<file path="src/rtl/fifo_rd_stream.sv">
// Read-side drain stage: show-ahead FIFO port to a registered valid/ready stream via a 2-entry
// skid buffer. Define FIFO_RD_STREAM_STATS_EN to build the beat/stall statistics counters.
module fifo_rd_stream #(
    parameter int unsigned DATA_WIDTH = 4,
    parameter int unsigned CNT_WIDTH  = 16
) (
    input  logic                  clk,
    input  logic                  rst_n,
    input  logic                  fifo_rd_empty,
    input  logic [DATA_WIDTH-1:0] fifo_rd_data,
    output logic                  fifo_read,
    output logic                  m_valid,
    output logic [DATA_WIDTH-1:0] m_data,
    input  logic                  m_ready,
    output logic [1:0]            occupancy,
    input  logic                  stats_clr,
    output logic [CNT_WIDTH-1:0]  beat_count,
    output logic [CNT_WIDTH-1:0]  stall_count
);

    typedef enum logic [1:0] {StEmpty, StOne, StFull} state_e;

    state_e                state_q, state_d;
    logic [DATA_WIDTH-1:0] head_q, head_d;
    logic [DATA_WIDTH-1:0] tail_q, tail_d;
    logic                  push;
    logic                  pop;

    // The read strobe never looks at m_ready; rst_n gating keeps the FIFO untouched in reset.
    assign push      = rst_n && !fifo_rd_empty && (state_q != StFull);
    assign fifo_read = push;
    assign m_valid   = (state_q != StEmpty);
    assign pop       = m_valid && m_ready;
    assign m_data    = head_q;

    always_comb begin
        state_d = state_q;
        head_d  = head_q;
        tail_d  = tail_q;
        unique case (state_q)
            StEmpty: begin
                if (push) begin
                    state_d = StOne;
                    head_d  = fifo_rd_data;
                end
            end
            StOne: begin
                if (push && !pop) begin
                    state_d = StFull;
                    tail_d  = fifo_rd_data;
                end else if (pop && !push) begin
                    state_d = StEmpty;
                end else if (push && pop) begin
                    head_d = fifo_rd_data;
                end
            end
            StFull: begin
                if (pop) begin
                    state_d = StOne;
                    head_d  = tail_q;
                end
            end
            default: state_d = StEmpty;
        endcase
    end

    always_ff @(posedge clk or negedge rst_n) begin
        if (!rst_n) begin
            state_q <= StEmpty;
            head_q  <= '0;
            tail_q  <= '0;
        end else begin
            state_q <= state_d;
            head_q  <= head_d;
            tail_q  <= tail_d;
        end
    end

    always_comb begin
        occupancy = 2'd0;
        unique case (state_q)
            StOne:   occupancy = 2'd1;
            StFull:  occupancy = 2'd2;
            default: occupancy = 2'd0;
        endcase
    end

`ifdef FIFO_RD_STREAM_STATS_EN
    logic [CNT_WIDTH-1:0] beat_q;
    logic [CNT_WIDTH-1:0] stall_q;

    // Clear wins over a coincident increment; both counters stick at all-ones.
    always_ff @(posedge clk or negedge rst_n) begin
        if (!rst_n) begin
            beat_q  <= '0;
            stall_q <= '0;
        end else if (stats_clr) begin
            beat_q  <= '0;
            stall_q <= '0;
        end else begin
            if (pop && (beat_q != '1)) begin
                beat_q <= beat_q + 1'b1;
            end
            if (m_valid && !m_ready && (stall_q != '1)) begin
                stall_q <= stall_q + 1'b1;
            end
        end
    end

    assign beat_count  = beat_q;
    assign stall_count = stall_q;
`else
    logic unused_stats_clr;

    assign unused_stats_clr = stats_clr;
    assign beat_count       = '0;
    assign stall_count      = '0;
`endif

endmodule

</file>
<file path="config.mk">
export PLATFORM = sky130hd
export DESIGN_NAME = fifo_rd_stream
export DESIGN_NICKNAME = d
export VERILOG_FILES = /design/src/rtl/fifo_rd_stream.sv
export SDC_FILE = /design/constraint.sdc
export NUM_CORES = 1
export LEC_CHECK = 0
export ABC_CLOCK_PERIOD_IN_PS = 8050
export CAP_MARGIN = 0
export CELL_PAD_IN_SITES_DETAIL_PLACEMENT = 0
export CELL_PAD_IN_SITES_GLOBAL_PLACEMENT = 1
export CORE_MARGIN = 2
export CORE_UTILIZATION = 28
export CTS_CLUSTER_DIAMETER = 40
export DETAILED_ROUTE_END_ITERATION = 6
export GPL_ROUTABILITY_DRIVEN = 0
export PLACE_DENSITY_LB_ADDON = 0.05
export SLEW_MARGIN = 0
export SYNTH_ARGS = -nofsm -noshare
export SYNTH_HDL_FRONTEND = slang
export SYNTH_SLANG_ARGS = --single-unit
</file>
<file path="constraint.sdc">
create_clock -name clk -period 8.05 [get_ports clk]
set_clock_uncertainty 0.1 [all_clocks]
set_input_delay 0.805 -clock clk [delete_from_list [all_inputs] [get_ports clk]]
set_output_delay 0.805 -clock clk [all_outputs]
set_load 0.02 [all_outputs]
</file>
==> flow_summary.yaml, run 1 <==
outcome:
  status: "finished, final reports clean"
layout:
  final_cell_count_no_fill: 123
  area_growth_pct: 10.4
  drive_gt1_share_pct: 19.6
  n_antenna_cell: 0
  final_nets: 106
  fillCellCount: 281
power_and_ir_drop:
  p_per_area_nw_per_um2: 299
  leakage_nw: 0.421
  vdd_drop_max_uv: 168
  power_mw: 0.262
cts:
  worstSkewPairLatency_ns: 0.26
  cts_resized: 0
  cts-root-buf: "clkbuf_4"
  clk_pin_slew_ns: 0.06
  cts_hold_buf: 0
  cts_sinks: 10
  postCtsSetupRepairBufs: 0
  clockBufferDepth: 2
  cts_made_buffers: 3
  cts_tree: "done"
  htree_num_levels: 1
global_routing:
  grt_max_degree: 13
  grt_pass1_vias: 437
  grt-ovfl-total: 0
  grt_pass1_wl_um: 1970
  grt_usage_pct: 8.05
  antenna_found_initial: 0
drt:
  drt-total-wl_um: 1200
  via_per_inst: 3.70
  ant_nets: 0
  drtIter0Drc: 2
  wl_per_cell_um: 9.76
  drt_pass1_iterations: 4
  num_vias: 455
  drc: 0
die:
  start_util_pct: 29.1
  die_area_um2: 3280
  num_rows: 19
  chipWidth_um: 57.3
  core_um2: 2730
  io_pins: 49
  die_h_um: 57.3
yosys:
  synth.avg_cell_area_um2: 10.5
  synth-seq-cells: 10
  netlist_area_um2: 795
  yosysSeqAreaShare_pct: 31.5
  ys_warn_count: 0
  ys_types: 19
  syn_inst: 76
timing:
  clock.fmax_mhz: 271
  grt_setup_unrepaired: "false"
  max_slew_margin_pct: 61.3
  fin_crit_ns: 3.69
  setup_tns_ns: 0
  drv_slew: 0
  hold_viol_final: 0
  finalSetupViolCount: 0
  fin_crit_sh_pct: 45.9
  setup_ws_ns: 4.36
  tightest_slew_ns: 0.580
  fin_hold_ws_ns: 0.403
placed_design:
  post-place-ws_ns: 4.21
  dp_cells: 120
  dp_hpwl_um: 1010
  place.port_buffers: 15
critical_path:
  cp-start-kind: "primary input"
  timing.critical_path.required_ns: 7.14
  cp-end-kind: "output port"
  worst-setup-path-type: "primary input to output port"
  path_max_fanout: 12
  cp_data_arrival_time_ns: 2.79
worst_hold_path:
  hold_class: "flop to flop"
job:
  drv_cap: 0
-- stage by stage --
stage	util, %	area (um^2)
2_1_floorplan	-	911
3_3_place_gp	31.3	855
3_5_place_dp	31.3	855
4_1_cts	32.1	877
5_1_grt	32.1	877
6_report	32.1	877
-- cell usage in the layout (no fill, tap or decap), drive strengths merged --
master / count
mux2: 12
nor2b: 1
clkbuf: 3
a2bb2oi: 1
a21o: 1
nand2: 2
or4b: 1
nor3b: 2
inv: 3
clkdlybuf4s50: 15
dfrtp: 10
nand2b: 1
o22ai: 1
conb: 32
or2: 1
and2b: 1
nor2: 1
ha: 3
a21oi: 1
-- Yosys cell counts --
master	count	share of area, %
nand2_1	2	0.95
a2bb2oi_4	1	3.3
or4b_4	1	1.7
dfrtp_1	10	31
nor3b_1	2	1.9
nand2b_1	1	0.79
o22ai_1	1	0.79
buf_4	32	30
a21o_1	1	0.95
nor2_1	1	0.47
ha_1	3	4.7
inv_1	3	1.4
conb_1	1	0.47
buf_2	1	0.63
a21oi_1	1	0.63
nor2b_1	1	0.79
or2_2	1	0.79
and2b_1	1	0.95
mux2_2	12	17
-- metal layers --
metal	wire, um	track usage, %	up-vias
met1	502	10.0	217
met4	0	3.99	0
met3	103	2.95	0
li1	-	-	218
met2	594	12.3	20
met5	0	0	-
-- final timing paths --
kind                             from          to  slack (ns)  cells past startpoint
max                             rst_n   fifo_read        4.36                      3
min in group asynchronous       rst_n   tail_q[2]        0.78                      1
max reg2reg                state_q[1]   m_data[1]        5.23                      7
min reg2reg                 tail_q[3]   tail_q[3]        0.40                      1
max in group asynchronous       rst_n  state_q[0]        6.74                      1
min                         tail_q[3]   tail_q[3]        0.40                      1
-- flip-flops by register name (all words and copies together) (netlist names) --
signal   count
tail_q       4
state_q      2
m_data       4
-- logic make-up after synthesis --
| family | Yosys count | synth area share [%] |
|---|---|---|
| AO/OA/AOI/OAI | 4 | 5.67 |
| adder cells (fa/ha/maj) | 3 | 4.72 |
| buffers and inverters | 36 | 32.3 |
| flip-flops | 10 | 31.5 |
| multiplexers | 12 | 17.0 |
| other | 1 | 0.472 |
| AND/OR/NAND/NOR | 10 | 8.35 |
-- critical path: stages --
cell and delay (ns):
clkdlybuf4s50_1 0.78, nor3b_1 0.50, clkdlybuf4s50_1 0.70
-- final cells by class --
type | instances | area (um^2) | area share (%)
tap | 31 | 38.8 | 4.42
sequential | 10 | 250 | 28.5
timing repair buffer | 15 | 150 | 17.1
inverter | 3 | 11.3 | 1.28
clock buffer | 3 | 22.5 | 2.57
multi-input combinational | 61 | 404 | 46.1
-- where the power goes --
part | switching [mW] | leakage [nW] | internal [mW] | total (mW)
Clock | 0.0152 | 0.0138 | 0.0172 | 0.0324
Sequential | 0.0149 | 0.120 | 0.0744 | 0.0893
Combinational | 0.0689 | 0.287 | 0.0717 | 0.141
Power figures use the tool's default switching activity.
==> run 2: changes to the inputs <==
--- a/config.mk
+++ b/config.mk
@@ -5,12 +5,12 @@
 export SDC_FILE = /design/constraint.sdc
 export NUM_CORES = 1
 export LEC_CHECK = 0
-export ABC_CLOCK_PERIOD_IN_PS = 8050
+export ABC_CLOCK_PERIOD_IN_PS = 3650
 export CAP_MARGIN = 0
 export CELL_PAD_IN_SITES_DETAIL_PLACEMENT = 0
 export CELL_PAD_IN_SITES_GLOBAL_PLACEMENT = 1
 export CORE_MARGIN = 2
-export CORE_UTILIZATION = 28
+export CORE_UTILIZATION = 26
 export CTS_CLUSTER_DIAMETER = 40
 export DETAILED_ROUTE_END_ITERATION = 6
 export GPL_ROUTABILITY_DRIVEN = 0
==> constraint.sdc (replaced) <==
create_clock -name clk -period 3.65 [get_ports clk]
set_clock_uncertainty 0.1 [all_clocks]
set_input_delay 0.365 -clock clk [delete_from_list [all_inputs] [get_ports clk]]
set_output_delay 0.365 -clock clk [all_outputs]
set_load 0.02 [all_outputs]
==> run 2 against run 1 <==
  * Global-route usage decreased by 0.22 points
  * Flip-flop and latch count unchanged
  * Clock power increased by 130%
  * Largest power group unchanged
  * Critical endpoint is now m_data[1]
  * Clock-buffer cell count unchanged
  * Critical path depth increased by 4
  * Sequential share of layout area decreased by 0.32 points
==> flow_summary.yaml, run 2 (synthesized netlist as in run 1, its figures left out) <==
critical_path:
  critPathBufInv: 1
  timing.critical_path.required_ns: 3.69
  cp_slowest_cell: "or4b_4"
  reg2reg_from: "state_q[1]"
  r2r_end: "m_data[1]"
  path_max_fanout: 7
  max_stage_delay_ns: 0.55
  rrSetupSlack_ns: 0.84
  reg2reg_depth: 7
  critPathTopFamily: "simple AND/OR/NAND/NOR gates"
  cp-end-kind: "flop"
  worst-setup-path-type: "flop to flop"
  cp-start-kind: "flop"
  cp_data_arrival_time_ns: 2.86
  crit_chain: "nor2b_1, nor3b_1, inv_1, ha_1, or4b_4, a2bb2oi_4, mux2_2"
placed_design:
  place.port_buffers: 15
  post-place-ws_ns: 0.649
  placed_area_um2: 865
  dp_hpwl_um: 1060
timing:
  drv_slew: 0
  max_slew_margin_pct: 63.4
  grt_setup_unrepaired: "false"
  hold_viol_final: 0
  clock.fmax_mhz: 355
  finalSetupViolCount: 0
  fin_crit_ns: 2.81
  setup_tns_ns: 0
  setup_ws_ns: 0.837
  fin_hold_ws_ns: 0.350
  fin_crit_sh_pct: 77.1
  tightest_slew_ns: 0.548
global_routing:
  met2_usage_pct: 12.1
  antenna_found_initial: 0
  use_met3_pct: 1.97
  top_usage_layer: "met2"
  grt_pass1_wl_um: 1910
  grt_pass1_vias: 424
  grt_max_degree: 12
  grt-ovfl-total: 0
  grt_usage_pct: 7.83
  grt_use_met1_pct: 9.69
layout:
  n_antenna_cell: 0
  area_growth_pct: 11.7
  final_nets: 107
  finalInstanceArea_um2: 887
  layout_commonest_cell: "conb_1"
  layout_common_cells: "conb_1, clkdlybuf4s50_1, mux2_2, dfrtp_1"
  drive_gt1_share_pct: 20.4
power_and_ir_drop:
  vdd_drop_max_uv: 243
  switchingPower_mw: 0.217
  p_per_area_nw_per_um2: 651
  p_comb_share_pct: 53.2
  power_mw: 0.577
  power_frac_clock_pct: 12.7
  power.internal_mw: 0.360
  leakage_nw: 0.426
  power_switching_share_pct: 37.6
  p_seq_share_pct: 34.1
cts:
  htree_num_levels: 1
  clockBufferDepth: 2
  cts_sinks: 10
  postCtsSetupRepairBufs: 0
  clk_pin_slew_ns: 0.06
  cts_hold_buf: 0
  worstSkewPairLatency_ns: 0.26
  cts_resized: 0
  cts-root-buf: "clkbuf_4"
  cts_tree: "done"
  cts_made_buffers: 3
drt:
  drc: 0
  drtIter0Drc: 3
  ant_nets: 0
  via_per_inst: 3.52
  wl_per_cell_um: 10.2
  drt-total-wl_um: 1280
  drt_pass1_iterations: 2
  num_vias: 444
outcome:
  status: "finished, final reports clean"
job:
  drv_cap: 0
worst_hold_path:
  hold_class: "primary input to asynchronous set/reset pin"
die:
  die_h_um: 59.3
  chipWidth_um: 59.3
  io_pins: 49
  num_rows: 20
  die_area_um2: 3510
  core_um2: 2980
  start_util_pct: 26.7
-- run 2: final cells by class --
cell class | instances | area (um^2)
fillers | 332 | 2090
repair buffers | 16 | 158
well taps | 33 | 41.3
clock buffers | 3 | 22.5
multi-input cells | 61 | 404
inverters | 3 | 11.3
flip-flops and latches | 10 | 250
-- run 2: power by group through the flow --
| stage | clock, mW | combinational [mW] | sequential, mW |
|---|---|---|---|
| 5_1_grt | 0.0835 | 0.334 | 0.207 |
| 6_report | 0.0732 | 0.307 | 0.197 |
| 4_1_cts | 0.0788 | 0.313 | 0.198 |
| 2_1_floorplan | 0 | 0.206 | 0.222 |
| 3_5_place_dp | 0 | 0.311 | 0.200 |
| 3_3_place_gp | 0 | 0.311 | 0.200 |
-- run 2: metal layers --
layer  share of wire, %  vias to the layer above
met5                  0                        -
met2                 46                       22
met4                  0                        0
met3                9.0                        0
met1                 45                      203
li1                   -                      219
-- run 2: metrics by stage --
stage	cells	utilization [%]
CTS	126	29.8
global route	126	29.8
detailed placement	123	29.0
global placement	123	29.0
finish	126	29.8
floorplan	107	-
-- run 2: how the worst max path moves through the flow --
stage                     from   endpoint  slack [ns]  cells after the start
finish              state_q[1]  m_data[1]        0.84                      7
detailed placement       rst_n  m_data[1]        0.65                      7
floorplan           state_q[1]  m_data[0]        0.60                      8
CTS                 state_q[1]  m_data[1]        0.79                      7
global route        state_q[1]  m_data[0]        0.67                      7
global placement         rst_n  m_data[2]        0.63                      7
==> run 3: changes to the inputs <==
--- a/config.mk
+++ b/config.mk
@@ -5,12 +5,12 @@
 export SDC_FILE = /design/constraint.sdc
 export NUM_CORES = 1
 export LEC_CHECK = 0
-export ABC_CLOCK_PERIOD_IN_PS = 3650
+export ABC_CLOCK_PERIOD_IN_PS = 2300
 export CAP_MARGIN = 0
 export CELL_PAD_IN_SITES_DETAIL_PLACEMENT = 0
 export CELL_PAD_IN_SITES_GLOBAL_PLACEMENT = 1
 export CORE_MARGIN = 2
-export CORE_UTILIZATION = 26
+export CORE_UTILIZATION = 23
 export CTS_CLUSTER_DIAMETER = 40
 export DETAILED_ROUTE_END_ITERATION = 6
 export GPL_ROUTABILITY_DRIVEN = 0
==> constraint.sdc (replaced) <==
create_clock -name clk -period 2.3 [get_ports clk]
set_clock_uncertainty 0.1 [all_clocks]
set_input_delay 0.23 -clock clk [delete_from_list [all_inputs] [get_ports clk]]
set_output_delay 0.23 -clock clk [all_outputs]
set_load 0.02 [all_outputs]
==> run 3 against run 2 <==
  * The run now ends with negative setup slack left
  * Register-to-register slack lost 0.87 ns
  * Setup slack lost 0.87 ns
  * First-iteration DRC count is the same
  * Power grew 75%
  * Critical path depth is the same
  * Sequential power grew 59%
  * Clock power grew 57%
==> flow_summary.yaml, run 3 (synthesized netlist as in run 1, its figures left out) <==
placed_design:
  place.port_buffers: 15
  dp_hpwl_um: 1080
layout:
  drive_gt1_share_pct: 32.7
  layout_common_cells: "conb_1, clkdlybuf4s50_1, dfrtp_1, buf_4, mux2_2"
  n_antenna_cell: 0
  final_nets: 115
  area_growth_pct: 26.6
  layout_commonest_cell: "conb_1"
  final_util_pct: 30.1
die:
  die_area_um2: 3940
  chipWidth_um: 62.8
  core_um2: 3340
  io_pins: 49
  num_rows: 21
  start_util_pct: 23.8
  die_h_um: 62.8
cts:
  worstSkewPairLatency_ns: 0.25
  clk_pin_slew_ns: 0.06
  cts_made_buffers: 3
  cts_sinks: 10
  cts_tree: "done"
  htree_num_levels: 1
  cts-root-buf: "clkbuf_4"
  clockBufferDepth: 2
global_routing:
  grt_usage_pct: 7.14
  antenna_found_initial: 0
  grt_max_degree: 12
  grt-ovfl-total: 0
  grt_pass1_vias: 459
  grt_pass1_wl_um: 2170
timing:
  hold_viol_final: 0
  fin_crit_sh_pct: 102
  fin_crit_ns: 2.34
  setup_ws_ns: -0.0370
  drv_slew: 0
  grt_setup_unrepaired: "true"
  clock.fmax_mhz: 428
  fin_hold_ws_ns: 0.201
  finalSetupViolCount: 4
drt:
  num_vias: 487
  drtIter0Drc: 3
  ant_nets: 0
  via_per_inst: 3.31
  drt_pass1_iterations: 2
  drt-total-wl_um: 1340
  wl_per_cell_um: 9.13
  drc: 0
outcome:
  violations: "negative setup slack"
  status: "complete, but fails checks"
critical_path:
  crit_start: "state_q[1]"
  reg2reg_from: "state_q[1]"
  cp-end-kind: "flop"
  path_max_fanout: 4
  cp_data_arrival_time_ns: 2.38
  timing.critical_path.required_ns: 2.34
  cp-start-kind: "flop"
  worst-setup-path-type: "flop to flop"
power_and_ir_drop:
  p_per_area_nw_per_um2: 1010
  leakage_nw: 0.482
  vdd_drop_max_uv: 343
worst_hold_path:
  hold_class: "primary input to asynchronous set/reset pin"
job:
  drv_cap: 0
run 3: cell types whose count changed in the layout (fill, tap and decap cells not counted), sizes merged:
| cell | previous run | this run |
|---|---|---|
| buf | 1 | 9 |
run 3: repair_timing:
item / CTS / global route
gates cloned: 0 / 0
hold buffers: 0 / 0
hold endpoints to repair: 0 / 0
pin swaps: 2 / 2
buffers inserted: 1 / 1
gates resized for setup: 6 / 0
endpoints found under the setup margin: 4 / 4
run 3: through the flow:
| step | std cells | instance area (um^2) | TNS (ns) | power (mW) | setup WS, ns |
|---|---|---|---|---|---|
| 5_1_grt | 147 | 1010 | -0.442 | 1.09 | -0.114 |
| 4_1_cts | 146 | 998 | -0.172 | 1.03 | -0.0482 |
| 3_3_place_gp | 142 | 955 | -1.07 | 0.875 | -0.271 |
| 6_report | 147 | 1010 | -0.118 | 1.01 | -0.0370 |
| 3_5_place_dp | 142 | 955 | -1.01 | 0.873 | -0.257 |
| 2_1_floorplan | 107 | 942 | -0.999 | 0.721 | -0.250 |
run 3: final timing paths:
| kind | endpoint | slack (ns) | depth (start not counted) |
|---|---|---|---|
| setup / recovery | m_data[1] | -0.04 | 7 |
| hold / removal | state_q[1] | 0.20 | 2 |
| setup reg to reg | m_data[1] | -0.04 | 7 |
| hold reg to reg | tail_q[2] | 0.40 | 1 |
| max in group asynchronous | state_q[0] | 1.74 | 2 |
| min in group clk | tail_q[2] | 0.40 | 1 |
run 3: cell type report:
type / instances / area (um^2)
Fill cell: 378 / 2330
Inverter: 3 / 11.3
Tap cell: 46 / 57.6
Multi-Input combinational cell: 61 / 445
Timing Repair Buffer: 24 / 218
Sequential cell: 10 / 251
Clock buffer: 3 / 22.5
run 3: power by group:
part	switching [mW]	total [mW]	internal, mW
Sequential	0.0520	0.314	0.262
Clock	0.0548	0.115	0.0602
Combinational	0.267	0.584	0.317
Total	0.374	1.01	0.640
run 3: critical path, stage by stage, from the launching register on:
cell and delay (ns):
dfrtp_1 0.40, nor2b_4 0.14, nor3b_4 0.25, inv_1 0.07, ha_2 0.16, or4b_4 0.50
a2bb2oi_4 0.26, mux2_4 0.33
run 3: layer usage:
layer	share of wire [%]	GRT usage, %	routed length (um)	vias up
met2	47	11.8	635	25
met4	0	2.50	0	0
met5	0	0	0	-
met1	45	8.54	604	226
li1	-	-	-	236
met3	7.7	2.52	103	0
